===== config.mk =====
export PLATFORM = sky130hd
export DESIGN_NAME = sram_wbuf_ctrl
export DESIGN_NICKNAME = d
export VERILOG_FILES = /design/src/rtl/sram_wbuf_ctrl.sv
export SDC_FILE = /design/constraint.sdc
export NUM_CORES = 1
export LEC_CHECK = 0
export BUFFER_PORTS_ARGS = -buffer_cell sky130_fd_sc_hd__buf_2
export CAP_MARGIN = 20
export CORE_UTILIZATION = 48
export CTS_BUF_LIST = sky130_fd_sc_hd__clkbuf_8
export DETAILED_ROUTE_END_ITERATION = 8
export PLACE_DENSITY = 0.69
export SETUP_SLACK_MARGIN = 0.3
export SLEW_MARGIN = 20
export SYNTH_ARGS = -nofsm -noshare
export SYNTH_HDL_FRONTEND = slang
export SYNTH_SLANG_ARGS = --single-unit
export TNS_END_PERCENT = 100

===== constraint.sdc =====
create_clock -name clock -period 5 [get_ports clock]
set_clock_uncertainty 0.05 [all_clocks]
set_input_delay 0.75 -clock clock [delete_from_list [all_inputs] [get_ports clock]]
set_output_delay 0.75 -clock clock [all_outputs]
set_load 0.005 [all_outputs]

===== src/rtl/sram_wbuf_ctrl.sv =====
// sram_wbuf_ctrl: request-side controller in front of a single-port SRAM
// macro (RW0: addr/en/wmode/wdata/rdata, registered-address read).
//
// Independent read and write request streams share the single SRAM port.
// Writes are absorbed into a small FIFO write buffer and drained when the
// port is free. Reads go straight to the port and return data exactly one
// cycle after acceptance.
//
// Build option SRAM_WBUF_BYPASS_EN:
//   defined   - a read that hits a buffered write is accepted at once and
//               answered from the youngest matching buffer entry.
//   undefined - a read that hits a buffered write is stalled until the
//               matching entries have drained to the SRAM.
//
// Handshake: a request transfers on a rising edge where valid and ready are
// both high; ready never depends on valid of the same channel, and the
// read response is a one-cycle pulse with no backpressure.

module sram_wbuf_ctrl #(
    parameter int ADDR_W     = 8,
    parameter int DATA_W     = 13,
    parameter int WBUF_DEPTH = 4
) (
    input  logic              clock,
    input  logic              reset,
    input  logic              r_req_valid,
    output logic              r_req_ready,
    input  logic [ADDR_W-1:0] r_req_addr,
    output logic              r_resp_valid,
    output logic [DATA_W-1:0] r_resp_data,
    input  logic              w_req_valid,
    output logic              w_req_ready,
    input  logic [ADDR_W-1:0] w_req_addr,
    input  logic [DATA_W-1:0] w_req_data,
    output logic              sram_en,
    output logic              sram_wmode,
    output logic [ADDR_W-1:0] sram_addr,
    output logic [DATA_W-1:0] sram_wdata,
    input  logic [DATA_W-1:0] sram_rdata
);

    localparam int PTR_W = $clog2(WBUF_DEPTH);
    localparam int CNT_W = PTR_W + 1;

    localparam logic [PTR_W-1:0] PTR_ONE = PTR_W'(1);
    localparam logic [CNT_W-1:0] CNT_ONE = CNT_W'(1);
    localparam logic [CNT_W-1:0] CNT_MAX = CNT_W'(WBUF_DEPTH);

    // Write buffer storage and FIFO bookkeeping
    logic [ADDR_W-1:0] buf_addr [WBUF_DEPTH];
    logic [DATA_W-1:0] buf_data [WBUF_DEPTH];
    logic [PTR_W-1:0]  head;
    logic [PTR_W-1:0]  tail;
    logic [CNT_W-1:0]  count;

    logic              full;
    logic              empty;

    // Read address match against the entries held at the start of the cycle
    logic              hit;
    logic [DATA_W-1:0] hit_data;
    logic [PTR_W-1:0]  scan_idx;

    // Handshakes and port arbitration results
    logic              r_accept;
    logic              w_accept;
    logic              drain;
    logic              read_issue;

    // Read response pipeline
    logic              resp_valid_q;
    logic              resp_sel_q;
    logic [DATA_W-1:0] bypass_data_q;

    assign full  = (count == CNT_MAX);
    assign empty = (count == '0);

    // Scan buffer from oldest to youngest so the last match is the youngest
    always_comb begin
        hit      = 1'b0;
        hit_data = '0;
        scan_idx = '0;
        for (int i = 0; i < WBUF_DEPTH; i++) begin
            scan_idx = head + PTR_W'(i);
            if ((CNT_W'(i) < count) && (buf_addr[scan_idx] == r_req_addr)) begin
                hit      = 1'b1;
                hit_data = buf_data[scan_idx];
            end
        end
    end

`ifdef SRAM_WBUF_BYPASS_EN
    // Buffered data can answer a matching read, so only a full buffer stalls reads
    assign r_req_ready = !reset && !full;
`else
    // A matching read waits until the older writes have reached the SRAM
    assign r_req_ready = !reset && !full && !hit;
`endif

    assign w_req_ready = !full;

    assign r_accept = r_req_valid && r_req_ready;
    assign w_accept = w_req_valid && w_req_ready && !reset;

    // Port arbitration: full buffer drains first, then reads, then idle drains
    always_comb begin
        drain      = 1'b0;
        read_issue = 1'b0;
        if (!reset) begin
            if (full) begin
                drain = 1'b1;
            end else if (r_accept) begin
                read_issue = 1'b1;
            end else if (!empty) begin
                drain = 1'b1;
            end
        end
    end

    // Drive the SRAM port from the arbitration decision of this cycle
    always_comb begin
        sram_en    = 1'b0;
        sram_wmode = 1'b0;
        sram_addr  = '0;
        sram_wdata = '0;
        if (drain) begin
            sram_en    = 1'b1;
            sram_wmode = 1'b1;
            sram_addr  = buf_addr[head];
            sram_wdata = buf_data[head];
        end else if (read_issue) begin
            sram_en    = 1'b1;
            sram_wmode = 1'b0;
            sram_addr  = r_req_addr;
        end
    end

    // Capture accepted writes at the tail slot; contents need no reset
    always_ff @(posedge clock) begin
        if (w_accept) begin
            buf_addr[tail] <= w_req_addr;
            buf_data[tail] <= w_req_data;
        end
    end

    // Advance FIFO pointers and occupancy; simultaneous push and pop keep count
    always_ff @(posedge clock or posedge reset) begin
        if (reset) begin
            head  <= '0;
            tail  <= '0;
            count <= '0;
        end else begin
            if (w_accept) begin
                tail <= tail + PTR_ONE;
            end
            if (drain) begin
                head <= head + PTR_ONE;
            end
            case ({w_accept, drain})
                2'b10:   count <= count + CNT_ONE;
                2'b01:   count <= count - CNT_ONE;
                default: count <= count;
            endcase
        end
    end

    // Register the response pulse and the data source chosen at accept time
    always_ff @(posedge clock or posedge reset) begin
        if (reset) begin
            resp_valid_q  <= 1'b0;
            resp_sel_q    <= 1'b0;
            bypass_data_q <= '0;
        end else begin
            resp_valid_q <= r_accept;
            resp_sel_q   <= r_accept && hit;
            if (r_accept && hit) begin
                bypass_data_q <= hit_data;
            end
        end
    end

    assign r_resp_valid = resp_valid_q;
    assign r_resp_data  = resp_sel_q ? bypass_data_q : sram_rdata;

endmodule


==> impl_metrics.py, run 1 <==
metrics = {
    "status": {
        "status": "finished clean",
    },
    "synth": {
        "ys_seq_area_share_pct": 56.2,
        "synth_top_flop_cell": "edfxtp_1",
        "ys_warn_count": 0,
        "netlist_instances": 388,
        "synth_edf_count": 84,
        "synth_top_cells_by_area": "edfxtp_1 46%, dfrtp_1 10%, mux4_2 8.6%, xnor2_1 7.0%, mux2i_1 6.6%",
        "synth_top_area_share_pct": 46.1,
        "syn_area_um2": 5470,
        "synth_fp_nets": 443,
        "ys_types": 43,
        "synth_area_per_cell_um2": 14.1,
        "ys_ff_latch": 106,
        "async_reset_ff_share_pct": 20.8,
        "yosysTopAreaCell": "edfxtp_1",
    },
    "timing": {
        "drv_slew": 0,
        "fmax_ghz": 0.231,
        "hold_viol_final": 0,
        "fin_ws_ns": 0.664,
        "rsz0062_at_grt": "no",
        "slew_headroom_pct": 43.8,
        "setup_viol": 0,
        "period_share_pct": 86.7,
        "tightestPinTransition_ns": 0.842,
        "finalCriticalPeriod_ns": 4.34,
        "setup_tns_ns": 0,
    },
    "final_layout": {
        "num-fill-cells": 903,
        "multiInputGateArea_um2": 2140,
        "area_delta_synth_final_pct": 12.8,
        "finalInstanceArea_um2": 6170,
        "nNetsFinal": 514,
        "drive_above_1_share_pct": 36.2,
        "seq_area_um2": 3080,
    },
    "floorplanning": {
        "fp.coreArea_um2": 11000,
        "rows": 38,
        "fp.dieArea_um2": 11800,
        "die_x_um": 109,
        "start_util_pct": 49.8,
        "pin_count": 85,
        "die_h_um": 109,
    },
    "route": {
        "drt_iter0_drc": 142,
        "vias": 3272,
        "vias_per_cell": 5.41,
        "drcViolationCount": 0,
        "firstDrtPassIters": 4,
        "antenna_left": 0,
        "wl_per_cell_um": 18.3,
        "routed_wl_mm": 11.0,
    },
    "clocking": {
        "clock-root-buffer": "clkbuf_8",
        "cts-resized-gates": 0,
        "clkSlewWorstSetupHoldPaths_ns": 0.11,
        "cts_max_level": 3,
        "cts.sinks": 106,
        "clockBufferDepth": 2,
        "cts_hold_buf": 0,
        "cts_tree": "built",
        "cts_made_buffers": 9,
        "clk_latency_ns": 0.38,
        "post_cts_buffers": 0,
    },
    "worst_hold_path": {
        "hold_class": "flip-flop to flip-flop",
        "holdPathStages": 0,
        "hp-start": "bypass_data_q[6]",
        "whs_endpoint": "bypass_data_q[6]",
    },
    "grt": {
        "grt_pass1_wl_mm": 17.3,
        "grt_usage_pct": 20.1,
        "antenna_found_initial": 0,
        "grt_overflow": 0,
        "grt_max_degree": 29,
        "grt_pass1_vias": 3303,
    },
    "setup_path": {
        "rr_endpoint": "count[2]",
        "required_ns": 4.20,
        "rr_worst_depth": 12,
        "start_kind": "flip-flop",
        "rrSetupSlack_ns": 1.61,
        "arrival_ns": 3.54,
        "regToRegStartpoint": "head[1]",
        "crit_fanout": 28,
        "end_kind": "output port",
        "crit_type": "flip-flop to output port",
    },
    "power_and_ir_drop": {
        "total_leakage_power_nw": 2.47,
        "p_per_area_nw_per_um2": 479,
        "worst_ir_drop_vdd_mv": 0.282,
    },
    "run": {
        "max_cap_viol_count": 0,
    },
    "placed_design": {
        "place_ws_ns": 1.09,
        "dpl_cell_area_um2": 5970,
        "gp_congestion": 0.884,
        "port_buffers": 84,
        "dp_hpwl_mm": 7.77,
    },
}
-- worst max-delay path, cell delays in order (launching register included) --
cell	delay (ns)
dfrtp_2	0.83
mux4_2	0.62
xnor2_1	0.19
nand3_1	0.12
a2111o_1	0.37
o31ai_2	0.14
or3_1	0.54
o22ai_2	0.17
buf_2	0.16
-- per-layer routing --
metal  up-vias  GRT usage (%)  share of wire [%]
met3        12           5.08                6.2
met2       105           32.5                 48
met5         -              0                  0
met4         0           5.98                1.4
li1       1556              -                  -
met1      1599           26.9                 44
-- cell usage in the layout, fill, tap and decap left out, drive strengths merged --
cell and instances:
mux4 21, xnor2 44, a21o 1, o21ai 4, or4 1, edfxtp 84, buf 96, and3 4
a2111o 2, nand4 1, mux2 16, mux2i 36, nand2 27, a211oi 1, o221ai 1, nand3b 1
o22ai 8, a21oi 7, conb 1, a31oi 1, diode 1, dfrtp 22, nor2b 1, nor3 7
ha 9, or2 1, o31ai 4, o311ai 2, nand3 3, nor4 4, nor2 20, or3 1
nor4b 1, clkinv 3, inv 20, clkbuf 9
-- cells in the mapped netlist (4+ instances only) --
cell type and count:
o21ai_0 4, mux4_2 21, and3_1 4, nand2_1 27, dfrtp_1 22, buf_6 6
buf_2 4, edfxtp_1 84, o22ai_2 6, nor2_2 7, ha_1 9, inv_1 16
nor3_1 7, mux2_2 16, clkbuf_1 19, a21oi_1 7, xnor2_1 44, mux2i_1 36
nor2_1 13
-- worst max-delay path by stage --
stage,slack (ns),depth (start not counted),endpoint,startpoint
4_1_cts,0.63,8,sram_addr[3],head[0]
3_5_place_dp,1.09,8,sram_addr[3],head[0]
3_3_place_gp,0.73,8,sram_addr[3],head[0]
2_1_floorplan,1.78,8,sram_wmode,r_req_addr[7]
6_report,0.66,8,sram_addr[3],head[0]
5_1_grt,0.47,8,sram_addr[3],head[0]
-- sequential cells by signal, summed over array words and instances, names as in the netlist --
| signal | flops |
|---|---|
| head | 2 |
| buf_addr | 32 |
| buf_data | 52 |
| count | 3 |
| tail | 2 |
| r_resp_valid | 1 |
| bypass_data_q | 13 |
| resp_sel_q | 1 |
-- metrics by stage --
stage / power, mW / hold WS, ns / utilization (%) / std cells
after detailed placement: 2.47 / 0.312 / 54.4 / 588
after global routing: 3.14 / 0.345 / 56.1 / 604
after global placement: 2.44 / 0.310 / 54.4 / 588
after CTS: 2.98 / 0.337 / 56.1 / 604
after floorplan: 2.15 / 0.374 / - / 388
final: 2.95 / 0.331 / 56.2 / 605
-- cells by family (layout without fill, tap and decap cells) --
| kind of cell | count (synthesis) | count (layout) | share of synthesized area (%) |
|---|---|---|---|
| buffers and inverters | 52 | 128 | 4.90 |
| AOI/OAI and AO/OA | 31 | 31 | 4.53 |
| DFF | 106 | 106 | 56.2 |
| and+or+nand+nor | 72 | 72 | 6.66 |
| xor gates and xnor gates | 44 | 44 | 7.05 |
| other | 1 | 2 | 0.0686 |
| muxes | 73 | 73 | 18.5 |
| adders and majority gates | 9 | 9 | 2.06 |
-- cell type report --
class | instances | area share, %
Tap cell | 140 | 2.84
Sequential cell | 106 | 49.9
Multi-Input combinational cell | 230 | 34.7
Antenna cell | 1 | 0.0406
Clock buffer | 9 | 2.01
Timing Repair Buffer | 96 | 8.48
Inverter | 16 | 0.974
Clock inverter | 7 | 1.12
-- power by group --
group | leakage (nW) | internal [mW] | total [mW] | switching (mW)
clock network | 0.0985 | 0.195 | 0.510 | 0.315
registers | 1.05 | 1.06 | 1.18 | 0.116
logic | 1.32 | 0.621 | 1.26 | 0.642
total | 2.47 | 1.88 | 2.95 | 1.07
No activity file was read; power rests on OpenSTA's default activity.
==> run 2: changes to the inputs <==
--- a/config.mk
+++ b/config.mk
@@ -7,10 +7,12 @@
 export LEC_CHECK = 0
 export BUFFER_PORTS_ARGS = -buffer_cell sky130_fd_sc_hd__buf_2
 export CAP_MARGIN = 20
+export CORE_ASPECT_RATIO = 0.9
 export CORE_UTILIZATION = 48
 export CTS_BUF_LIST = sky130_fd_sc_hd__clkbuf_8
 export DETAILED_ROUTE_END_ITERATION = 8
 export PLACE_DENSITY = 0.69
+export REMOVE_ABC_BUFFERS = 1
 export SETUP_SLACK_MARGIN = 0.3
 export SLEW_MARGIN = 20
 export SYNTH_ARGS = -nofsm -noshare
==> impl_metrics.py, run 2 (synthesis gave the netlist of run 1 again) <==
metrics = {
    "route": {
        "vias_per_cell": 5.39,
        "vias": 3312,
        "routed_wl_mm": 11.0,
        "firstDrtPassIters": 4,
        "wl_per_cell_um": 17.9,
        "wl_met2_mm": 5.25,
        "routed.top_layer": "met4",
        "drt_iter0_drc": 146,
        "wl_met3_um": 590,
        "drcViolationCount": 0,
        "wl_met1_mm": 4.84,
        "antenna_left": 0,
    },
    "clocking": {
        "cts_max_level": 3,
        "clockBufferDepth": 2,
        "cts-resized-gates": 0,
        "cts.sinks": 106,
        "cts_tree": "built",
        "clk_latency_ns": 0.38,
        "clock-root-buffer": "clkbuf_8",
        "cts_hold_buf": 0,
        "cts_made_buffers": 9,
        "clkSlewWorstSetupHoldPaths_ns": 0.11,
        "post_cts_buffers": 0,
    },
    "setup_path": {
        "start_kind": "flip-flop",
        "arrival_ns": 3.58,
        "regToRegStartpoint": "head[0]",
        "startpoint": "head[0]",
        "required_ns": 4.20,
        "worstPathCellList": "buf_4, mux4_2, xnor2_1, nand4_1, a2111o_1, o31ai_2, or3_1, o22ai_2, buf_2",
        "crit_type": "flip-flop to output port",
        "rr_endpoint": "count[2]",
        "end_kind": "output port",
        "crit_fanout": 23,
        "cp_slowest_cell": "or3_1",
        "cpPeakStageDelay_ns": 0.60,
        "critPathBufInv": 2,
        "rr_worst_depth": 13,
        "rrSetupSlack_ns": 1.39,
        "crit_family": "simple AND/OR/NAND/NOR gates",
    },
    "floorplanning": {
        "start_util_pct": 50.0,
        "pin_count": 85,
        "rows": 36,
        "die_x_um": 115,
        "fp.coreArea_um2": 10900,
        "fp.dieArea_um2": 11800,
        "die_h_um": 103,
    },
    "final_layout": {
        "largest_register": "buf_data",
        "layout_common_cells": "84 x edfxtp_1, 84 x buf_2, 44 x xnor2_1, 36 x mux2i_1, 27 x nand2_1",
        "fin_util_pct": 56.3,
        "nNetsFinal": 512,
        "area_delta_synth_final_pct": 12.7,
        "drive_above_1_share_pct": 35.7,
        "largest_register_ffs": 52,
        "top_regs": "buf_data (52), buf_addr (32), bypass_data_q (13)",
        "num-fill-cells": 910,
        "diodes": 0,
    },
    "timing": {
        "setup_tns_ns": 0,
        "fmax_ghz": 0.228,
        "slew_headroom_pct": 42.3,
        "drv_slew": 0,
        "period_share_pct": 87.6,
        "finalCriticalPeriod_ns": 4.38,
        "rsz0062_at_grt": "no",
        "hold_viol_final": 0,
        "setup_viol": 0,
        "tightestPinTransition_ns": 0.865,
    },
    "power_and_ir_drop": {
        "p_per_area_nw_per_um2": 474,
        "power_frac_comb_pct": 43.4,
        "p_seq_share_pct": 39.5,
        "switchingPower_mw": 1.06,
        "swShare_pct": 36.2,
        "p_int_mw": 1.86,
        "p_total_mw": 2.92,
        "power_frac_clock_pct": 17.1,
        "worst_ir_drop_vdd_mv": 0.253,
        "total_leakage_power_nw": 2.46,
    },
    "placed_design": {
        "dp_hpwl_mm": 7.43,
        "port_buffers": 84,
        "gp_congestion": 0.895,
    },
    "grt": {
        "grt_overflow": 0,
        "grt_max_degree": 34,
        "grt_pass1_vias": 3254,
        "grt_pass1_wl_mm": 17.2,
        "grt_usage_pct": 20.1,
        "antenna_found_initial": 1,
    },
    "worst_hold_path": {
        "hp-start": "bypass_data_q[4]",
        "holdPathStages": 0,
        "whs_endpoint": "bypass_data_q[4]",
        "hold_class": "flip-flop to flip-flop",
    },
    "run": {
        "max_cap_viol_count": 0,
    },
    "status": {
        "status": "finished clean",
    },
}
-- run 2: cell count changes in the layout (fill, tap and decap cells not counted) --
cell,change
buf_4,-2
clkinv_4,+2
clkinv_1,-1
dfrtp_1,+1
dfrtp_2,-1
diode_2,-1
inv_1,+1
inv_6,-1
inv_8,-1
-- run 2: how the worst max path moves through the flow --
stage | slack (ns) | to | cells after the start
4_1_cts | 0.59 | sram_addr[2] | 9
6_report | 0.62 | sram_addr[2] | 9
2_1_floorplan | -0.25 | sram_addr[4] | 7
3_5_place_dp | 1.03 | sram_addr[2] | 9
5_1_grt | 0.36 | sram_addr[4] | 9
3_3_place_gp | 1.12 | sram_addr[4] | 9
-- run 2: area by class of cell --
class | count | area [um^2] | share of cell area [%]
flip-flops and latches | 106 | 3070 | 49.9
multi-input cells | 230 | 2140 | 34.7
repair buffers | 94 | 508 | 8.24
well taps | 152 | 190 | 3.09
clock buffers | 9 | 124 | 2.01
clock inverters | 7 | 66.3 | 1.08
inverters | 16 | 60.1 | 0.975
-- run 2: worst register-to-register path: stages, from the launching register on --
cell and delay [ns]:
dfrtp_1 0.56, buf_4 0.39, mux4_2 0.58, xnor2_1 0.18, nand4_1 0.13, a2111o_1 0.31, o31ai_2 0.14, nor4_4 0.07
buf_4 0.28, nor2_1 0.17, ha_1 0.22, mux2i_1 0.20, nor2_1 0.08, xnor2_1 0.12
-- run 2: stage by stage --
step	area, um^2	hold WS [ns]	std cells	worst slack [ns]
4_1_cts	6160	0.334	614	0.588
6_report	6160	0.329	614	0.621
2_1_floorplan	5260	0.299	352	-0.253
3_5_place_dp	5970	0.312	598	1.03
3_3_place_gp	5970	0.314	598	1.12
5_1_grt	6160	0.341	614	0.363
-- run 2: metal layers --
metal	GRT usage, %	vias up
met3	5.24	23
met2	31.9	102
met1	26.6	1632
met5	0	-
met4	8.69	0
li1	-	1555
-- run 2: power groups by stage --
stage               Combinational [mW]  Clock, mW  Sequential [mW]
floorplan                        0.845          0             1.24
global placement                  1.26          0             1.17
detailed placement                1.27          0             1.18
CTS                               1.28      0.514             1.16
global route                      1.40      0.543             1.17
finish                            1.27      0.501             1.15
==> run 3: changes to the inputs <==
--- a/config.mk
+++ b/config.mk
@@ -7,11 +7,10 @@
 export LEC_CHECK = 0
 export BUFFER_PORTS_ARGS = -buffer_cell sky130_fd_sc_hd__buf_2
 export CAP_MARGIN = 20
-export CORE_ASPECT_RATIO = 0.9
-export CORE_UTILIZATION = 48
+export CORE_UTILIZATION = 50
 export CTS_BUF_LIST = sky130_fd_sc_hd__clkbuf_8
 export DETAILED_ROUTE_END_ITERATION = 8
-export PLACE_DENSITY = 0.69
+export PLACE_DENSITY = 0.72
 export REMOVE_ABC_BUFFERS = 1
 export SETUP_SLACK_MARGIN = 0.3
 export SLEW_MARGIN = 20
==> impl_metrics.py, run 3 (synthesis gave the netlist of run 1 again) <==
metrics = {
    "setup_path": {
        "arrival_ns": 3.64,
        "crit_fanout": 22,
        "rr_worst_depth": 13,
        "end_kind": "output port",
        "rrSetupSlack_ns": 1.14,
        "start_kind": "flip-flop",
        "rr_endpoint": "count[2]",
        "crit_type": "flip-flop to output port",
        "startpoint": "head[1]",
        "regToRegStartpoint": "head[1]",
        "required_ns": 4.20,
    },
    "clocking": {
        "post_cts_buffers": 0,
        "cts_hold_buf": 0,
        "clockBufferDepth": 2,
        "clk_latency_ns": 0.37,
        "cts_made_buffers": 9,
        "cts_tree": "built",
        "cts_max_level": 3,
        "clock-root-buffer": "clkbuf_8",
        "clkSlewWorstSetupHoldPaths_ns": 0.10,
        "cts-resized-gates": 0,
        "cts.sinks": 106,
    },
    "route": {
        "drcViolationCount": 0,
        "antenna_left": 0,
        "routed_wl_mm": 10.7,
        "vias": 3241,
        "drt_iter0_drc": 146,
        "firstDrtPassIters": 4,
        "vias_per_cell": 5.43,
        "wl_per_cell_um": 18.0,
    },
    "grt": {
        "antenna_found_initial": 0,
        "grt_pass1_wl_mm": 16.6,
        "grt_max_degree": 25,
        "grt_overflow": 0,
        "grt_usage_pct": 19.9,
        "grt_pass1_vias": 3219,
    },
    "floorplanning": {
        "start_util_pct": 52.3,
        "die_h_um": 107,
        "fp.dieArea_um2": 11400,
        "rows": 37,
        "die_x_um": 107,
        "fp.coreArea_um2": 10500,
        "pin_count": 85,
    },
    "timing": {
        "tightestPinTransition_ns": 0.994,
        "setup_tns_ns": 0,
        "drv_slew": 0,
        "rsz0062_at_grt": "no",
        "timing.hold.ws_ns": 0.332,
        "hold_viol_final": 0,
        "period_share_pct": 88.8,
        "fmax_ghz": 0.225,
        "slew_headroom_pct": 33.7,
        "finalCriticalPeriod_ns": 4.44,
        "setup_viol": 0,
    },
    "power_and_ir_drop": {
        "power_frac_comb_pct": 41.7,
        "swShare_pct": 35.5,
        "p_total_mw": 2.97,
        "p_per_area_nw_per_um2": 482,
        "p_seq_share_pct": 39.5,
        "p_int_mw": 1.92,
        "switchingPower_mw": 1.06,
        "total_leakage_power_nw": 2.46,
        "worst_ir_drop_vdd_mv": 0.307,
        "power_frac_clock_pct": 18.8,
    },
    "final_layout": {
        "seq_area_um2": 3080,
        "largest_register": "buf_data",
        "largest_register_ffs": 52,
        "area_delta_synth_final_pct": 12.8,
        "layout_common_cells": "84 x edfxtp_1, 84 x buf_2, 44 x xnor2_1, 36 x mux2i_1, 27 x nand2_1",
        "diodes": 0,
        "num-fill-cells": 867,
        "multiInputGateArea_um2": 2140,
        "top_regs": "buf_data (52), buf_addr (32), bypass_data_q (13)",
        "drive_above_1_share_pct": 36.2,
        "nNetsFinal": 511,
    },
    "status": {
        "status": "finished clean",
    },
    "placed_design": {
        "port_buffers": 84,
        "dp_hpwl_mm": 7.35,
        "gp_congestion": 0.789,
    },
    "run": {
        "max_cap_viol_count": 0,
    },
    "worst_hold_path": {
        "holdPathStages": 0,
        "hp-start": "bypass_data_q[11]",
        "whs_endpoint": "bypass_data_q[11]",
        "hold_class": "flip-flop to flip-flop",
    },
}
==> run 3: cell types whose count changed in the layout (fill, tap and decap cells not counted), sizes merged <==
cell / before / now
clkinv: 4 / 2
buf: 94 / 93
bufinv: 0 / 1
clkinvlp: 0 / 1
==> run 3: worst max-delay path by stage <==
stage | end | slack, ns | cells after the start
after global routing | sram_addr[2] | 0.35 | 11
after CTS | sram_addr[6] | 0.41 | 9
final | sram_addr[2] | 0.56 | 11
after detailed placement | sram_addr[6] | 0.85 | 9
after floorplan | sram_addr[4] | -0.25 | 7
after global placement | sram_addr[6] | 0.90 | 9
==> run 3: area by class of cell <==
type / count / area share (%)
inverters: 16 / 0.974
multi-input cells: 230 / 34.8
repair buffers: 93 / 8.11
clock buffers: 9 / 2.01
well taps: 136 / 2.76
flip-flops and latches: 106 / 49.9
clock inverters: 7 / 1.52
==> run 3: routing by layer <==
metal,GRT usage [%],vias to the layer above,routed length [um]
met3,4.50,12,569
met4,6.95,0,197
li1,-,1561,-
met1,25.0,1573,4610
met5,0,-,0
met2,33.8,95,5370
==> run 3: critical path: stages, from the launching register on <==
cell      delay, ns
dfrtp_2        0.74
buf_12         0.26
buf_4          0.30
mux4_2         0.37
xnor2_1        0.16
nand4_1        0.10
a2111o_1       0.11
o31ai_2        0.11
nor4_4         0.43
buf_4          0.38
o22ai_2        0.12
buf_2          0.15
==> run 3: power groups by stage <==
stage,Combinational [mW],Sequential (mW),Clock (mW)
global route,1.35,1.19,0.604
detailed placement,1.25,1.20,0
finish,1.24,1.18,0.558
CTS,1.25,1.17,0.578
floorplan,0.845,1.24,0
global placement,1.23,1.19,0
==> run 3: through the flow <==
step	setup WS, ns	area (um^2)	instances	utilization (%)
after floorplan	-0.253	5260	352	-
after global placement	0.898	5940	581	56.8
after detailed placement	0.850	5940	581	56.8
after CTS	0.409	6160	597	58.9
after global routing	0.355	6170	597	59.0
final	0.558	6170	597	59.0
